[src/rtl/clockdiv.sv]
// Divides clkin by 2*DIV to produce a 50 %-duty clkout, plus a one-cycle
// tick strobe in the cycle whose closing edge toggles clkout.
module clockdiv #(
   parameter int unsigned DIV = 25000000
) (
   input  logic clkin,
   input  logic rst,
   output logic clkout,
   output logic tick
);

   localparam int CW = (DIV > 1) ? $clog2(DIV) : 1;
   localparam logic [CW-1:0] LAST = CW'(DIV - 1);

   // Declaration initial values keep the divider running when rst is tied low.
   logic [CW-1:0] cnt = '0;
   logic          clk_q = 1'b0;

   always_ff @(posedge clkin or posedge rst) begin
      if (rst) begin
         cnt   <= '0;
         clk_q <= 1'b0;
      end else if (cnt == LAST) begin
         cnt   <= '0;
         clk_q <= ~clk_q;
      end else begin
         cnt <= cnt + 1'b1;
      end
   end

   assign clkout = clk_q;
   assign tick   = (cnt == LAST) && !rst;

endmodule

[config.mk]
export PLATFORM = sky130hd
export DESIGN_NAME = clockdiv
export DESIGN_NICKNAME = d
export VERILOG_FILES = /design/src/rtl/clockdiv.sv
export SDC_FILE = /design/constraint.sdc
export NUM_CORES = 1
export LEC_CHECK = 0
export ABC_AREA = 1
export CORE_MARGIN = 1
export CORE_UTILIZATION = 45
export DETAILED_ROUTE_END_ITERATION = 8
export GPL_TIMING_DRIVEN = 0
export SLEW_MARGIN = 25
export SYNTH_ARGS = -nofsm -noshare
export SYNTH_HDL_FRONTEND = slang
export SYNTH_SLANG_ARGS = --single-unit
[constraint.sdc]
create_clock -name clkin -period 3.77 [get_ports clkin]
set_input_delay 0.754 -clock clkin [delete_from_list [all_inputs] [get_ports clkin]]
set_output_delay 0.754 -clock clkin [all_outputs]
set_load 0.01 [all_outputs]
==> results.sh <==
export IMPL_clkLatencyLatePin_ns=0.32
export IMPL_power_leakage_nw=0.890
export IMPL_ios=4
export IMPL_worstSetupEndpointType="output pin"
export IMPL_slowest_delay_ns=0.54
export IMPL_rsz0062_at_grt="no"
export IMPL_synth_top_cell_area_share=0.400
export IMPL_hold_path_class="reg -> reg"
export IMPL_post_cts_buffers=0
export IMPL_antennaDiodeCount=0
export IMPL_yosysTopAreaCell="dfrtp_1"
export IMPL_design_area_um2=1750
export IMPL_synth_distinct_cells=19
export IMPL_initial_utilization=0.480
export IMPL_die_height_um=62.1
export IMPL_reg2reg_depth=6
export IMPL_path_depth=8
export IMPL_power_frac_comb=0.016
export IMPL_final_common_cell="nand2_1"
export IMPL_syn_avg_cell_area_um2=7.40
export IMPL_coreArea_um2=3390
export IMPL_period_share=0.768
export IMPL_maxSlewHeadroom=0.621
export IMPL_fmax_mhz=345
export IMPL_die_w_um=62.1
export IMPL_drtIter0Drc=42
export IMPL_drv_cap=0
export IMPL_clk_pin_slew_worst_paths_ns=0.14
export IMPL_avgRoutedWirePerCell_um=11.3
export IMPL_startpoint="cnt[0]"
export IMPL_antenna_found_initial=0
export IMPL_crit_end="tick"
export IMPL_critPathSlowestCell="clkdlybuf4s50_1"
export IMPL_finalHoldViolations=0
export IMPL_synth_cells=220
export IMPL_outcome="complete, no violations"
export IMPL_final_cell_mix="nand2_1, nor2_1, inv_1, dfrtp_1, nand3_1"
export IMPL_dp_slack_ns=1.21
export IMPL_clockBufferDepth=2
export IMPL_grt_max_degree=27
export IMPL_dp_hpwl_mm=2.42
export IMPL_antenna_left=0
export IMPL_yosysWarnings=0
export IMPL_seq_power_share=0.652
export IMPL_cp_arrival_ns=2.14
export IMPL_cp_required_ns=3.02
export IMPL_layout_min_cycle_time_ns=2.90
export IMPL_firstDrtPassIters=4
export IMPL_synthTopCellsByArea="dfrtp_1, nand2_1, nor2_1"
export IMPL_root_buffer="clkbuf_4"
export IMPL_cts_tree="done"
export IMPL_drive_gt1_frac=0.110
export IMPL_cts_resized=0
export IMPL_drt_wl_total_mm=3.09
export IMPL_syn_nets=223
export IMPL_ys_seq_elements=26
export IMPL_grt_pass1_vias=1281
export IMPL_viasPerCell=4.81
export IMPL_p_total_mw=0.428
export IMPL_p_sw_frac=0.208
export IMPL_grt_pass1_wl_mm=5.58
export IMPL_intPower_mw=0.339
export IMPL_timing_rr_start="cnt[0]"
export IMPL_start_kind="register"
export IMPL_critical_path_class="reg -> out"
export IMPL_skew_ns=0.00706
export IMPL_place_area_um2=1720
export IMPL_grtUsageTotal=0.181
export IMPL_area_delta_synth_final_pct=7.61
export IMPL_setup_tns_final_ns=0
export IMPL_reg2reg_slack_ns=2.28
export IMPL_syn_area_um2=1630
export IMPL_nets=231
export IMPL_cp_max_fo=5
export IMPL_cp_cell_sequence="ha_1 -> nand2_2 -> nor2_8 -> nand2_4 -> nor2_4 -> nand2_1 -> nor2_1 -> clkdlybuf4s50_1"
export IMPL_cp_buffers_inverters=1
export IMPL_gp_congestion=0.872
export IMPL_synth_seq_area_share=0.400
export IMPL_irDropWorstVdd_mv=0.134
export IMPL_r2r_end="cnt[16]"
export IMPL_cts_sinks=26
export IMPL_num_vias=1312
export IMPL_drcViolationCount=0
export IMPL_fin_ws_ns=0.874
export IMPL_power_density_nw_per_um2=244
export IMPL_drv_slew=0
export IMPL_path_delay_family="simple AND/OR/NAND/NOR gates"
export IMPL_setup_violations=0
export IMPL_cts_made_buffers=3
export IMPL_clkPwrFrac=0.332
export IMPL_num_rows=21
export IMPL_place_port_buffers=3
export IMPL_worst_pin_slew_ns=0.567
export IMPL_power_switching_mw=0.0890
export IMPL_die_area_um2=3860
export IMPL_overflow=0
export IMPL_htree_num_levels=1
export IMPL_holdBufCountCts=0
stage by stage:
step                utilization  instances  hold WS [ns]
floorplan                     -        220         0.432
global placement          0.506        269         0.443
detailed placement        0.506        269         0.467
CTS                       0.517        273         0.486
global route              0.517        273         0.516
finish                    0.517        273         0.477
cell families (layout without fill, tap and decap cells):
family	Yosys count	count (layout)	share of synthesized area
AND/OR/NAND/NOR	143	143	0.435
buffers and inverters	31	38	0.0715
flip-flops	26	26	0.400
XOR/XNOR	12	12	0.0646
AO/OA/AOI/OAI	7	7	0.0215
adder cells (fa/ha/maj)	1	1	0.00769
per-layer routing:
| metal | part of all wire | GRT usage |
|---|---|---|
| met5 | 0 | 0 |
| met4 | 0.0065 | 0.0669 |
| met3 | 0.022 | 0.0165 |
| met2 | 0.45 | 0.284 |
| met1 | 0.52 | 0.259 |
worst reg2reg max path: cells and delay by family (launching register included):
kind | cells | cell delay, ns
adders and majority gates | 1 | 0.23
DFF | 1 | 0.40
and+or+nand+nor | 5 | 0.76
cell usage after synthesis (all sizes together):
| library cell | n |
|---|---|
| nand2 | 59 |
| nor2 | 59 |
| inv | 31 |
| dfrtp | 26 |
| nand3 | 19 |
| xor2 | 12 |
| a21oi | 5 |
| nand4 | 3 |
| nor3 | 2 |
| o21ai | 2 |
| and2 | 1 |
| ha | 1 |
final cells by class:
| type | count | area [um2] |
|---|---|---|
| inverter | 31 | 116 |
| timing repair buffer | 3 | 30.0 |
| tap | 46 | 57.6 |
| sequential | 26 | 651 |
| clock buffer | 4 | 36.3 |
| multi-input combinational | 163 | 861 |
| fill | 340 | 1640 |
sequential cells by signal, indices dropped and copies added (netlist names):
name,cells
clkout,1
cnt,25
how the worst min path moves through the flow:
stage	startpoint	slack [ns]	depth (start not counted)	end
4_1_cts	cnt[0]	0.49	1	cnt[0]
3_5_place_dp	cnt[0]	0.47	1	cnt[0]
6_report	cnt[0]	0.48	1	cnt[0]
5_1_grt	cnt[0]	0.52	1	cnt[0]
2_1_floorplan	cnt[0]	0.43	1	cnt[0]
3_3_place_gp	cnt[0]	0.44	1	cnt[0]
power by group through the flow:
stage                     Combinational (mW)  Clock [mW]  Sequential (mW)
after floorplan                      0.00415           0            0.284
after global placement               0.00699           0            0.284
after detailed placement             0.00710           0            0.284
after CTS                            0.00710       0.153            0.279
after global routing                 0.00833       0.162            0.279
final                                0.00676       0.142            0.279
Note: power is estimated with default switching activity, not from simulation.
==> RTL edit, RTL diff (same flow settings) <==
Set the parameter `DIV` to 50000000 (it was 25000000).
--- a/src/rtl/clockdiv.sv
+++ b/src/rtl/clockdiv.sv
@@ -3,3 +3,3 @@
 module clockdiv #(
-   parameter int unsigned DIV = 25000000
+   parameter int unsigned DIV = 50000000
 ) (
Function: no difference found for any inputs over 10 cycles, from zero or initial values and one cycle with rst high; that may be too few to reach the edited logic, so the function may still have changed.
==> RTL edit against the original RTL <==
Synthesized cell count is 4.1% lower; worst setup slack worse by 0.037 ns; core utilization is 0.94 points higher; global-route usage is 1.1 points higher; synthesized area is 4.9% lower; first-iteration DRC count is 12% higher; final area is 5.3% lower; clock skew is 0.0037 ns lower; sequential cell count is 1 higher; power is 0.51% lower; routed wire length is 7.1% lower; via count is 5.4% lower; combinational power is 1% higher; sequential power is 4% higher; largest power group unchanged.
==> RTL edit: results (changes against the original RTL) <==
grt_max_degree: 28  # was 27
hp-class: "reg -> reg"  # unchanged
r2r_slack_ns: 2.28  # about the same
synth_fp_nets: 214  # was 223
post_synth.cell_area_avg_um2: 7.34  # was 7.40 µm²
drive_gt1_share_pct: 7.34  # was 11.0%
drtIter0Drc: 47  # was 42
grt_pass1_vias: 1142  # was 1,281
worst_pin_slew_ns: 0.572  # was 0.567 ns
final_nets: 222  # was 231
grt_usage_pct: 19.1  # was 18.1%
dp.cells: 258  # was 269
slowest_delay_ns: 0.56  # was 0.54 ns
drtPass1Iterations: 4  # unchanged
ys_types: 20  # was 19
routed_wl_um: 2870  # was 3090 µm
routedWlPerCell_um: 11.0  # was 11.3 µm
cts_buffers: 3  # unchanged
cp.arrival_ns: 2.18  # was 2.14 ns
worstHoldEndpoint: "cnt[0]"  # unchanged
postCtsSetupBuffers: 0  # unchanged
timing.rr.start: "cnt[0]"  # unchanged
irDropWorstVdd_mv: 0.131  # was 0.134 mV
met2_usage_pct: 29.5  # was 28.4%
clk_latency_ns: 0.33
placed_area_um2: 1630  # was 1720 µm²
num-fill-cells: 322  # was 340
hpwl_um: 2240  # was 2420 µm
critPathMaxFanout: 7  # was 5
skew_ns: 0.00339  # was 0.00706 ns
ys_top_cells_by_area: "dfrtp_1 (44%), nand2_1 (14%), nor2_1 (11%), inv_1 (6.3%), xor2_1 (5.7%)"  # was dfrtp_1 (40%), nand2_1 (12%), nor2_1 (11%), inv_1 (7.1%), xor2_1 (6.5%)
crit_family: "buffers and inverters"  # was simple AND/OR/NAND/NOR gates
seq_area_frac_synth_pct: 43.7  # was 40.0%
status: "completed"  # unchanged
largest_register_ffs: 26  # was 25
reg2reg_to: "cnt[12]"  # was cnt[16]
holdPathStages: 1  # unchanged
p_leak_uw: 0.000841  # was 0.000890 µW
grtUsageMet3_pct: 2.56  # was 1.65%
vias_per_cell: 4.74  # was 4.81
grt_util_met1_pct: 28.4  # was 25.9%
synthTopCellsByCount: "nand2_1 (59), nor2_1 (47), dfrtp_1 (27)"  # was nand2_1 (50), nor2_1 (49), inv_1 (31)
grt_pass1_wl_um: 5180  # was 5580 µm
rr_worst_depth: 8  # was 6
place_congestion: 0.832  # was 0.872
portBuffers: 3  # unchanged
## RTL edit: cell types whose count changed in the layout (fill, tap and decap cells not counted), moves of 3 or more
cell	change
nand3_1	-4
nand2_2	-3
nand2_4	-3
nor2_2	+3
nand2_1	+9
nor2_4	-5
inv_1	-5
nand4_1	-3
o21bai_1	+3
## RTL edit: layer usage
layer / up-vias / wire length, µm
met3: 4 / 45
met5: - / 0
li1: 654 / -
met1: 576 / 1530
met2: 7 / 1270
met4: 0 / 29
## RTL edit: cell families (layout without fill, tap and decap cells)
family | after synthesis | count (layout) | share of synthesized area (%)
AND/OR/NAND/NOR | 135 | 135 | 38.5
flip-flops | 27 | 27 | 43.7
buffers and inverters | 27 | 34 | 6.87
XOR/XNOR | 12 | 12 | 6.79
AO/OA/AOI/OAI | 9 | 9 | 3.40
adder cells (fa/ha/maj) | 1 | 1 | 0.808
## RTL edit: metrics by stage
step	worst slack (ns)	power, µW	utilization, %	hold WS [ns]
2_1_floorplan	1.74	299	-	0.449
3_3_place_gp	1.11	302	51.8	0.467
3_5_place_dp	1.10	302	51.8	0.472
4_1_cts	0.816	432	52.6	0.492
5_1_grt	0.695	440	52.6	0.524
6_report	0.837	426	52.6	0.484
## RTL edit: worst register-to-register path: cells and delay by family, from the launching register on
kind / cells / cell delay, ns
AND/OR/NAND/NOR: 6 / 0.66
flip-flops: 1 / 0.41
adder cells (fa/ha/maj): 1 / 0.22
buffers and inverters: 1 / 0.11
## RTL edit: worst max-delay path by stage
stage,from,slack [ns],cells after the start,end
2_1_floorplan,cnt[0],1.74,7,tick
3_3_place_gp,rst,1.11,3,tick
3_5_place_dp,rst,1.10,3,tick
4_1_cts,cnt[0],0.82,8,tick
5_1_grt,cnt[0],0.69,8,tick
6_report,cnt[0],0.84,8,tick
## RTL edit: where the power goes
group | internal, µW | total, µW | switching, µW | leakage [µW]
Combinational | 1.03 | 6.85 | 5.83 | 0.000463
Sequential | 290 | 290 | 0 | 0.000363
Clock | 41.5 | 129 | 87.8 | 0.0000150
Total | 332 | 426 | 93.6 | 0.000841
## RTL edit: area by class of cell
class                      instances  area share, %
clock buffer                       4           1.58
timing repair buffer               3           1.81
multi-input combinational        157           46.2
tap                               44           3.32
inverter                          27           6.41
sequential                        27           40.7
